[src/rtl/rec_pkg.sv]
// rec_pkg: shared record types for the record FIFO.
//   byte_t : 8-bit field type
//   pair_t : packed pair {a, b}
//   rec_t  : packed record {a, b, t, ps}, MSB first, REC_W bits wide
//   SWAP_NONE / SWAP_PS : output pair-transform selectors
package rec_pkg;

  typedef logic [7:0] byte_t;

  typedef struct packed {
    byte_t a;
    byte_t b;
  } pair_t;

  typedef struct packed {
    logic        a;
    logic [7:0]  b;
    byte_t       t;
    pair_t       ps;
  } rec_t;

  localparam int REC_W     = 33;
  localparam int SWAP_NONE = 0;
  localparam int SWAP_PS   = 1;

  // Exchange the two halves of a pair.
  function automatic pair_t swap_pair(input pair_t p);
    pair_t r;
    r.a = p.b;
    r.b = p.a;
    return r;
  endfunction

endpackage

[src/rtl/rec_fifo_mem.sv]
// rec_fifo_mem: DEPTH x W raw storage for the record FIFO.
//   clk_i      : clock
//   wr_en_i    : write strobe, sampled on the rising edge
//   wr_addr_i  : write address
//   wr_data_i  : write data
//   rd_addr_i  : read address (asynchronous read)
//   rd_data_o  : read data
// Contents are deliberately not reset; the FIFO pointers define validity.
module rec_fifo_mem #(
  parameter int DEPTH = 4,
  parameter int W     = 33
) (
  input  logic                     clk_i,
  input  logic                     wr_en_i,
  input  logic [$clog2(DEPTH)-1:0] wr_addr_i,
  input  logic [W-1:0]             wr_data_i,
  input  logic [$clog2(DEPTH)-1:0] rd_addr_i,
  output logic [W-1:0]             rd_data_o
);

  logic [W-1:0] mem_q [DEPTH];

  // Synchronous write port.
  always_ff @(posedge clk_i) begin
    if (wr_en_i) begin
      mem_q[wr_addr_i] <= wr_data_i;
    end
  end

  assign rd_data_o = mem_q[rd_addr_i];

endmodule

[src/rtl/rec_fifo.sv]
// rec_fifo: first-word-fall-through FIFO of rec_t records.
//   clk       : clock
//   rst_n     : synchronous active-low reset
//   in_valid  / in_ready  / in_rec  : write handshake and record
//   out_valid / out_ready / out_rec : read handshake and transformed head
//   count     : current occupancy
//   overflow  : sticky, set when a record is offered while full
// Parameters: DEPTH (power of two), SWAP (exchange ps.a/ps.b on output),
// FILL_T (force output t to 8'h55).
module rec_fifo
  import rec_pkg::*;
#(
  parameter int DEPTH  = 4,
  parameter int SWAP   = 0,
  parameter int FILL_T = 0
) (
  input  logic                       clk,
  input  logic                       rst_n,
  input  logic                       in_valid,
  output logic                       in_ready,
  input  rec_t                       in_rec,
  output logic                       out_valid,
  input  logic                       out_ready,
  output rec_t                       out_rec,
  output logic [$clog2(DEPTH+1)-1:0] count,
  output logic                       overflow
);

  localparam int PW = $clog2(DEPTH);
  localparam int CW = $clog2(DEPTH+1);

  logic [PW-1:0] wr_ptr_q, wr_ptr_d;
  logic [PW-1:0] rd_ptr_q, rd_ptr_d;
  logic [CW-1:0] count_q, count_d;
  logic          overflow_q, overflow_d;

  logic             push_s;
  logic             pop_s;
  logic [REC_W-1:0] rd_data_s;
  rec_t             head_s;
  rec_t             out_rec_s;

  // Flags are pure decodes of the registered count.
  assign in_ready  = (count_q != CW'(DEPTH));
  assign out_valid = (count_q != {CW{1'b0}});
  assign push_s    = in_valid & in_ready;
  assign pop_s     = out_valid & out_ready;

  // Next-state for pointers, occupancy and the sticky overflow flag.
  always_comb begin
    wr_ptr_d   = wr_ptr_q;
    rd_ptr_d   = rd_ptr_q;
    count_d    = count_q;
    overflow_d = overflow_q | (in_valid & ~in_ready);
    if (push_s) begin
      wr_ptr_d = wr_ptr_q + PW'(1);
    end else begin
      wr_ptr_d = wr_ptr_q;
    end
    if (pop_s) begin
      rd_ptr_d = rd_ptr_q + PW'(1);
    end else begin
      rd_ptr_d = rd_ptr_q;
    end
    case ({push_s, pop_s})
      2'b10:   count_d = count_q + CW'(1);
      2'b01:   count_d = count_q - CW'(1);
      default: count_d = count_q;
    endcase
  end

  // State registers with synchronous active-low reset.
  always_ff @(posedge clk) begin
    if (!rst_n) begin
      wr_ptr_q   <= {PW{1'b0}};
      rd_ptr_q   <= {PW{1'b0}};
      count_q    <= {CW{1'b0}};
      overflow_q <= 1'b0;
    end else begin
      wr_ptr_q   <= wr_ptr_d;
      rd_ptr_q   <= rd_ptr_d;
      count_q    <= count_d;
      overflow_q <= overflow_d;
    end
  end

  // A push coinciding with reset must not touch storage either.
  rec_fifo_mem #(
    .DEPTH(DEPTH),
    .W    (REC_W)
  ) u_mem (
    .clk_i     (clk),
    .wr_en_i   (push_s & rst_n),
    .wr_addr_i (wr_ptr_q),
    .wr_data_i (in_rec),
    .rd_addr_i (rd_ptr_q),
    .rd_data_o (rd_data_s)
  );

  assign head_s = rec_t'(rd_data_s);

  // Output transform; an empty FIFO presents all zeros instead of stale memory.
  always_comb begin
    out_rec_s = head_s;
    if (SWAP == SWAP_PS) begin
      out_rec_s.ps = swap_pair(head_s.ps);
    end else begin
      out_rec_s.ps = head_s.ps;
    end
    if (FILL_T != 0) begin
      out_rec_s.t = 8'h55;
    end else begin
      out_rec_s.t = head_s.t;
    end
    if (!out_valid) begin
      out_rec_s = '0;
    end else begin
      out_rec_s = out_rec_s;
    end
  end

  assign out_rec  = out_rec_s;
  assign count    = count_q;
  assign overflow = overflow_q;

endmodule

[config.mk]
export PLATFORM = sky130hd
export DESIGN_NAME = rec_fifo
export DESIGN_NICKNAME = d
export VERILOG_FILES = /design/src/rtl/rec_pkg.sv /design/src/rtl/rec_fifo_mem.sv /design/src/rtl/rec_fifo.sv
export SDC_FILE = /design/constraint.sdc
export NUM_CORES = 1
export LEC_CHECK = 0
export ABC_AREA = 1
export BUFFER_PORTS_ARGS = -buffer_cell sky130_fd_sc_hd__buf_2
export CORE_ASPECT_RATIO = 0.7
export CORE_MARGIN = 10
export CORE_UTILIZATION = 50
export DETAILED_ROUTE_END_ITERATION = 6
export GPL_ROUTABILITY_DRIVEN = 1
export PLACE_DENSITY = 0.74
export SETUP_SLACK_MARGIN = 0.3
export SLEW_MARGIN = 20
export SYNTH_ARGS = -nofsm -noshare
export SYNTH_HDL_FRONTEND = slang
export SYNTH_HIERARCHICAL = 1
export SYNTH_SLANG_ARGS = --single-unit
export TNS_END_PERCENT = 100
[constraint.sdc]
create_clock -name clk -period 5.3 [get_ports clk]
set_input_delay 1.59 -clock clk [delete_from_list [all_inputs] [get_ports clk]]
set_output_delay 1.59 -clock clk [all_outputs]
set_load 0.01 [all_outputs]
# Word-level counts from Yosys, hierarchy flattened
# Memory sizes are Yosys's and may differ from the RTL's. A register that Yosys moved wholly into a read port is not among the register bits.
# Index checks and enable logic that the tools add are counted.
dict set report word_totals {
  latchBits 0
  reg_bits 8
  rom_bits 0
  out_inout_bits 39
  word_cells 26
  n_memories 1
  mem_bits_rw 132
  in_bits 37
}
# memory depth width rd rd_clocked_by_memory_dff wr line_no
set mem_list {}
lappend mem_list {u_mem.mem_q 4 33 1 1 1 rec_fifo_mem.sv:21} ;# logic [W-1:0] mem_q [DEPTH];
dict set report classes {
  bitwise 6
  shift 0
  div_mod_pow 0
  eq_ne 3
  mux 6
  magnitude_cmp 0
  reduce_logical 2
  n_addsub 4
  multipliers 0
}
# operator n
set op_table {}
lappend op_table {{$mux 33} 1}
lappend op_table {{$pmux 3 s2} 1}
lappend op_table {{$add 2x1->2 const B} 2}
lappend op_table {{$and 1x1->1} 4}
lappend op_table {{$mux 2} 2}
lappend op_table {{$add 3x1->3 const B} 1}
lappend op_table {{$ne 3x3->1 const B} 1}
lappend op_table {{$reduce_bool 3->1} 1}
lappend op_table {{$sub 3x1->3 const B} 1}
lappend op_table {{$eq 2x1->1 const B} 1}
lappend op_table {{$eq 2x2->1 const B} 1}
lappend op_table {{$mux 1} 2}
lappend op_table {{$reduce_bool 2->1} 1}
lappend op_table {{$not 1->1} 1}
lappend op_table {{$or 1x1->1} 1}

# Longest topological paths before layout
dict set report logic_depth {
  word_depth 5
  depth_mapped 13
  mapped_depth_nobuf 13
}

# Cells and area by module
# Netlist, hierarchy kept.
# module instances area_per_inst_um2 seq_area_each_um2 cells_per_inst
set modules_own_cells {}
lappend modules_own_cells {rec_fifo_mem 1 5556.6 3963.8 525}
lappend modules_own_cells {rec_fifo 1 729.4 160.2 131}

# Worst setup path before layout
# No wires, ideal clock.
dict set report synth_path {
  path_type {input -> register}
  start {in rst_n}
  end {mem u_mem.mem_q[2][0], enable pin}
  t_required_ns 4.836
  path_buffers 0
  arrival_ns 4.083
  path_stages 4
  setup_slack_ns 0.752
  setup_time_ns 0.464
  path_cell_list {inv_1 nor2_1 inv_1 nor3_1}
}
dict set report synth_between {
  elab_chain_cells 3
}
# item line_no
set synth_rtl {}
lappend synth_rtl {{start: declaration} rec_fifo.sv:18} ;# input logic rst_n,
lappend synth_rtl {{$and 1x1->1} rec_fifo.sv:93} ;# .wr_en_i (push_s & rst_n),
lappend synth_rtl {{$mux 1} rec_fifo_mem.sv:25} ;# if (wr_en_i) begin
lappend synth_rtl {{$mux 1 (not written as such)} rec_fifo_mem.sv:26} ;# mem_q[wr_addr_i] <= wr_data_i;
lappend synth_rtl {{end: declaration} rec_fifo_mem.sv:21}
# No other way between the ends.

==> reports/results.txt <==
Area added between synthesis and finish: 18.9%. Based on the critical path, the design can be clocked at up to 258 MHz. The end of the worst register-to-register path is u_mem/mem_q[2][27].

The count of standard-cell rows is 34. The startpoint identified for the worst register-to-register timing path is count[0]. The maximum level of the CTS H-tree was 4.

Summed over all layers, the routed wires come to 13.5 mm. The instance count along the most critical hold path works out to 2. The first detailed-routing pass ran for 5 iterations. The post-route netlist has 17.2% of its cells at a drive strength greater than 1.

Internal power comes to 2.47 mW. Gates resized during post-CTS repair numbered 0. Measured on the finished design, the core utilization comes to 60.4%. The average instance in the mapped netlist occupies 9.58 um2.

Combinational logic is responsible for 27.8% of the overall power. The run gives 0 as the remaining global-route overflow. Dividing the final minimum period by the clock period gives 73.2%. The start-to-end type of the worst setup path was reg -> out. Across all register-to-register paths, the minimum setup slack is 3160 ps. Clock skew on the completed layout was measured at 4.76 ps. Entering global routing, the biggest net connects 71 pins.

The data required time at the worst endpoint was 3710 ps. Setup repair after global routing left no endpoint under its margin. Time the worst path needs with I/O delays and setup: 3880 ps.

In this run, placement finished with an instance count of 878. In this run the tightest slew margin relative to its limit is 35.8%. For the worst-skew pair, the clock arrives at the later sink with an insertion delay of 420 ps.

TritonCTS built the clock tree. The run gives 4,370 as the number of global-route vias before repair. The remaining design rule violation count is 0, and the routability-driven placement congestion ratio is 0.774.

Hold violation count in the final report: 0. Dividing total power by cell area gives a power density of 482 nW/um2. The depth of the most critical reg-to-reg path was 7; the via count normalized by instance count was 4.71.

Of the total power, registers draw 36.2%. 76 I/O pins were placed. For the number of antenna cells inserted, the log shows 0. Peak supply drop: 0.278 mV. STA classifies the critical path startpoint as a flop. In the final layout, flip-flops and latches occupy 4130 um2. Yosys printed 6 warnings. By area, the combinational part of the netlist is dominated by simple AND/OR/NAND/NOR gates. Summed over all nets, the half-perimeter wirelength after detailed placement is 8.06 mm. The clock slew at the register clock pins of the worst setup and hold paths works out to 50 ps.

Synthesis produced 656 cells. In this run, the clock network consumes 36.0% of the power. Summed over all instances, the cell type with the most area after synthesis is edfxtp_1. Data arrives at the worst endpoint at 2290 ps. The portion of synthesized area spent on multiplexers is 0%. The detail route stage leaves a number of antenna-violating nets equal to 0. The run gives 0 as the number of antenna violations at the first check in global routing. The tools report the largest buffer count on any clock path as 2.

Setup total negative slack on the finished layout was measured at 0 ps. The die covers 17,500 um2. The initial utilization of the core area, before any placement, comes to 50.8%. The run gives 3.60 mW as the total chip power. Of the total synthesized cell area, the portion taken by AND, OR, NAND and NOR gates is 19.9%.

Summing the areas of all fa, ha and maj instances in the mapped netlist gives 0.518% of the synthesized area. The run gives 17 as the number of buffers created by CTS. The highest fanout seen on the critical path was 66. For the global-route wire length before repair, the log shows 21.9 mm. Proportion of netlist area held by the largest area contributor: 63.1%. Fill cells in the final layout number 968. The tools report the initial detailed-routing violation count as 215. The net switching fraction of the power works out to 31.5%. For hold timing, the worst endpoint is overflow. The slew at the pin with the worst max-slew slack is 963 ps, and the core region area is 12,400 um2.

The tools report the area of the multi-input gates as 1350 um2. Leaving out fill and tap cells, the most frequent cells in the layout are inv_1 (180), nand2_1 (179), edfxtp_1 (132), buf_2 (75), nand3_1 (72). In this run the horizontal extent of the chip is 154 um. Sequential cells were found to cover 65.6% of the synthesized design area. The vertical extent of the die came out at 114 um. The run gives 3.61 nW as the leakage component of the power.

The run gives 695 as the number of nets in the synthesized netlist. The netlist area before placement is 6290 um2. The count of buffers added on input and output ports is 75. The final-report max-slew violation count came out at 0. The most frequent standard cell in the layout excluding fill and tap cells was inv_1. Summing the areas of all xor and xnor instances in the mapped netlist gives 0% of the synthesized area.

Clock tree synthesis found a total of 140 sinks. The logs give 21 for the number of unique standard cell types used by synthesis and 0 for the number of setup violations in the final report. The tools report the all-layer global routing usage as 15.9%. Summed over all nets, the switching power comes to 1.14 mW.

The min-delay analysis places its worst path in the category reg -> reg. Compound-gate portion of the synthesized area: 0.637%. The flow ran to the end, and the final reports show no timing, DRC or antenna violations. The total of max-cap violations was 0. The run gives 4,290 as the total vias in the final route. The run gives 774 as the number of nets in the layout.

The number of synthesized register bits was 140. After the flow finishes, the layout carries non-filler instances totaling 910. Sorting the synthesized cells by area gives the leading types as edfxtp_1 (63%), inv_1 (11%), nand2_1 (11%), nand3_1 (5.7%), dfxtp_1 (2.5%). For this design, the CTS-stage hold fixing added 0 buffers. The detailed-route wire length per cell works out to 14.8 um. The startpoint identified for the worst hold timing path is overflow.

The worst setup path is captured at an output pin. Buffers added to address setup during post-CTS repair amount to 0. The master cell of the clock root buffer was clkbuf_16.
## worst max path at each step
stage                            from                end  depth (start not counted)
after floorplan                 rst_n  u_mem/mem_q[2][0]                          4
after global placement    rd_ptr_q[1]        out_rec[21]                          6
after detailed placement  rd_ptr_q[0]        out_rec[21]                          7
after CTS                 rd_ptr_q[0]         out_rec[2]                          7
after global routing      rd_ptr_q[0]        out_rec[22]                          7
final                     rd_ptr_q[0]        out_rec[21]                          7
## synth_stat cells
| cell type | instances |
|---|---|
| a21oi_1 | 6 |
| buf_2 | 9 |
| buf_4 | 5 |
| buf_6 | 3 |
| clkbuf_1 | 7 |
| dfxtp_1 | 8 |
| edfxtp_1 | 132 |
| fa_1 | 1 |
| ha_1 | 1 |
| inv_1 | 181 |
| inv_2 | 2 |
| inv_4 | 1 |
| nand2_1 | 179 |
| nand2_2 | 1 |
| nand2_4 | 3 |
| nand3_1 | 72 |
| nor2_1 | 35 |
| nor2_2 | 3 |
| nor2_4 | 1 |
| nor3_1 | 4 |
| o21ai_0 | 2 |
## registers in the layout (all words and copies together), names as in the netlist
signal	count
u_mem/mem_q	132
count	3
rd_ptr_q	2
wr_ptr_q	2
overflow	1
## area by class of cell
type	count	share of cell area [%]
flip-flops and latches	140	55.2
multi-input cells	308	18.0
inverters	184	9.29
repair buffers	84	6.09
clock buffers	17	5.69
clock inverters	15	3.03
well taps	162	2.71
## metrics by stage
step	hold WS (ps)	cell area, um2	worst slack, ps
after detailed placement	449	6820	1960
after global placement	470	6820	1870
final	470	7480	1420
after floorplan	462	6290	752
after global routing	476	7480	1200
after CTS	465	7480	1450
## routing by layer
layer  part of all wire [%]  vias up  GRT usage, %
met5                      0        -             0
met4                    1.1        0          5.52
met3                    8.2       16          5.94
met2                     47      146          25.3
met1                     44     1966          19.7
li1                       -     2162             -
## power by group through the flow
stage | sequential [mW] | combinational (mW) | clock (mW)
finish | 1.31 | 1.00 | 1.30
CTS | 1.31 | 1.02 | 1.32
global placement | 1.32 | 0.990 | 0
global route | 1.31 | 1.14 | 1.37
floorplan | 1.33 | 0.687 | 0
detailed placement | 1.33 | 1.01 | 0
## logic make-up after synthesis
logic type                 Yosys count
adders and majority gates            2
DFF                                140
and+or+nand+nor                    298
buffers and inverters              208
AOI/OAI and AO/OA                    8
## critical path: stages, from the launching register on
cell	delay [ps]
dfxtp_2	330
clkinv_2	680
nand2_1	290
nand3_1	110
nand2_1	130
inv_1	60
nor2_1	80
buf_2	140
Power figures use the tool's default switching activity.
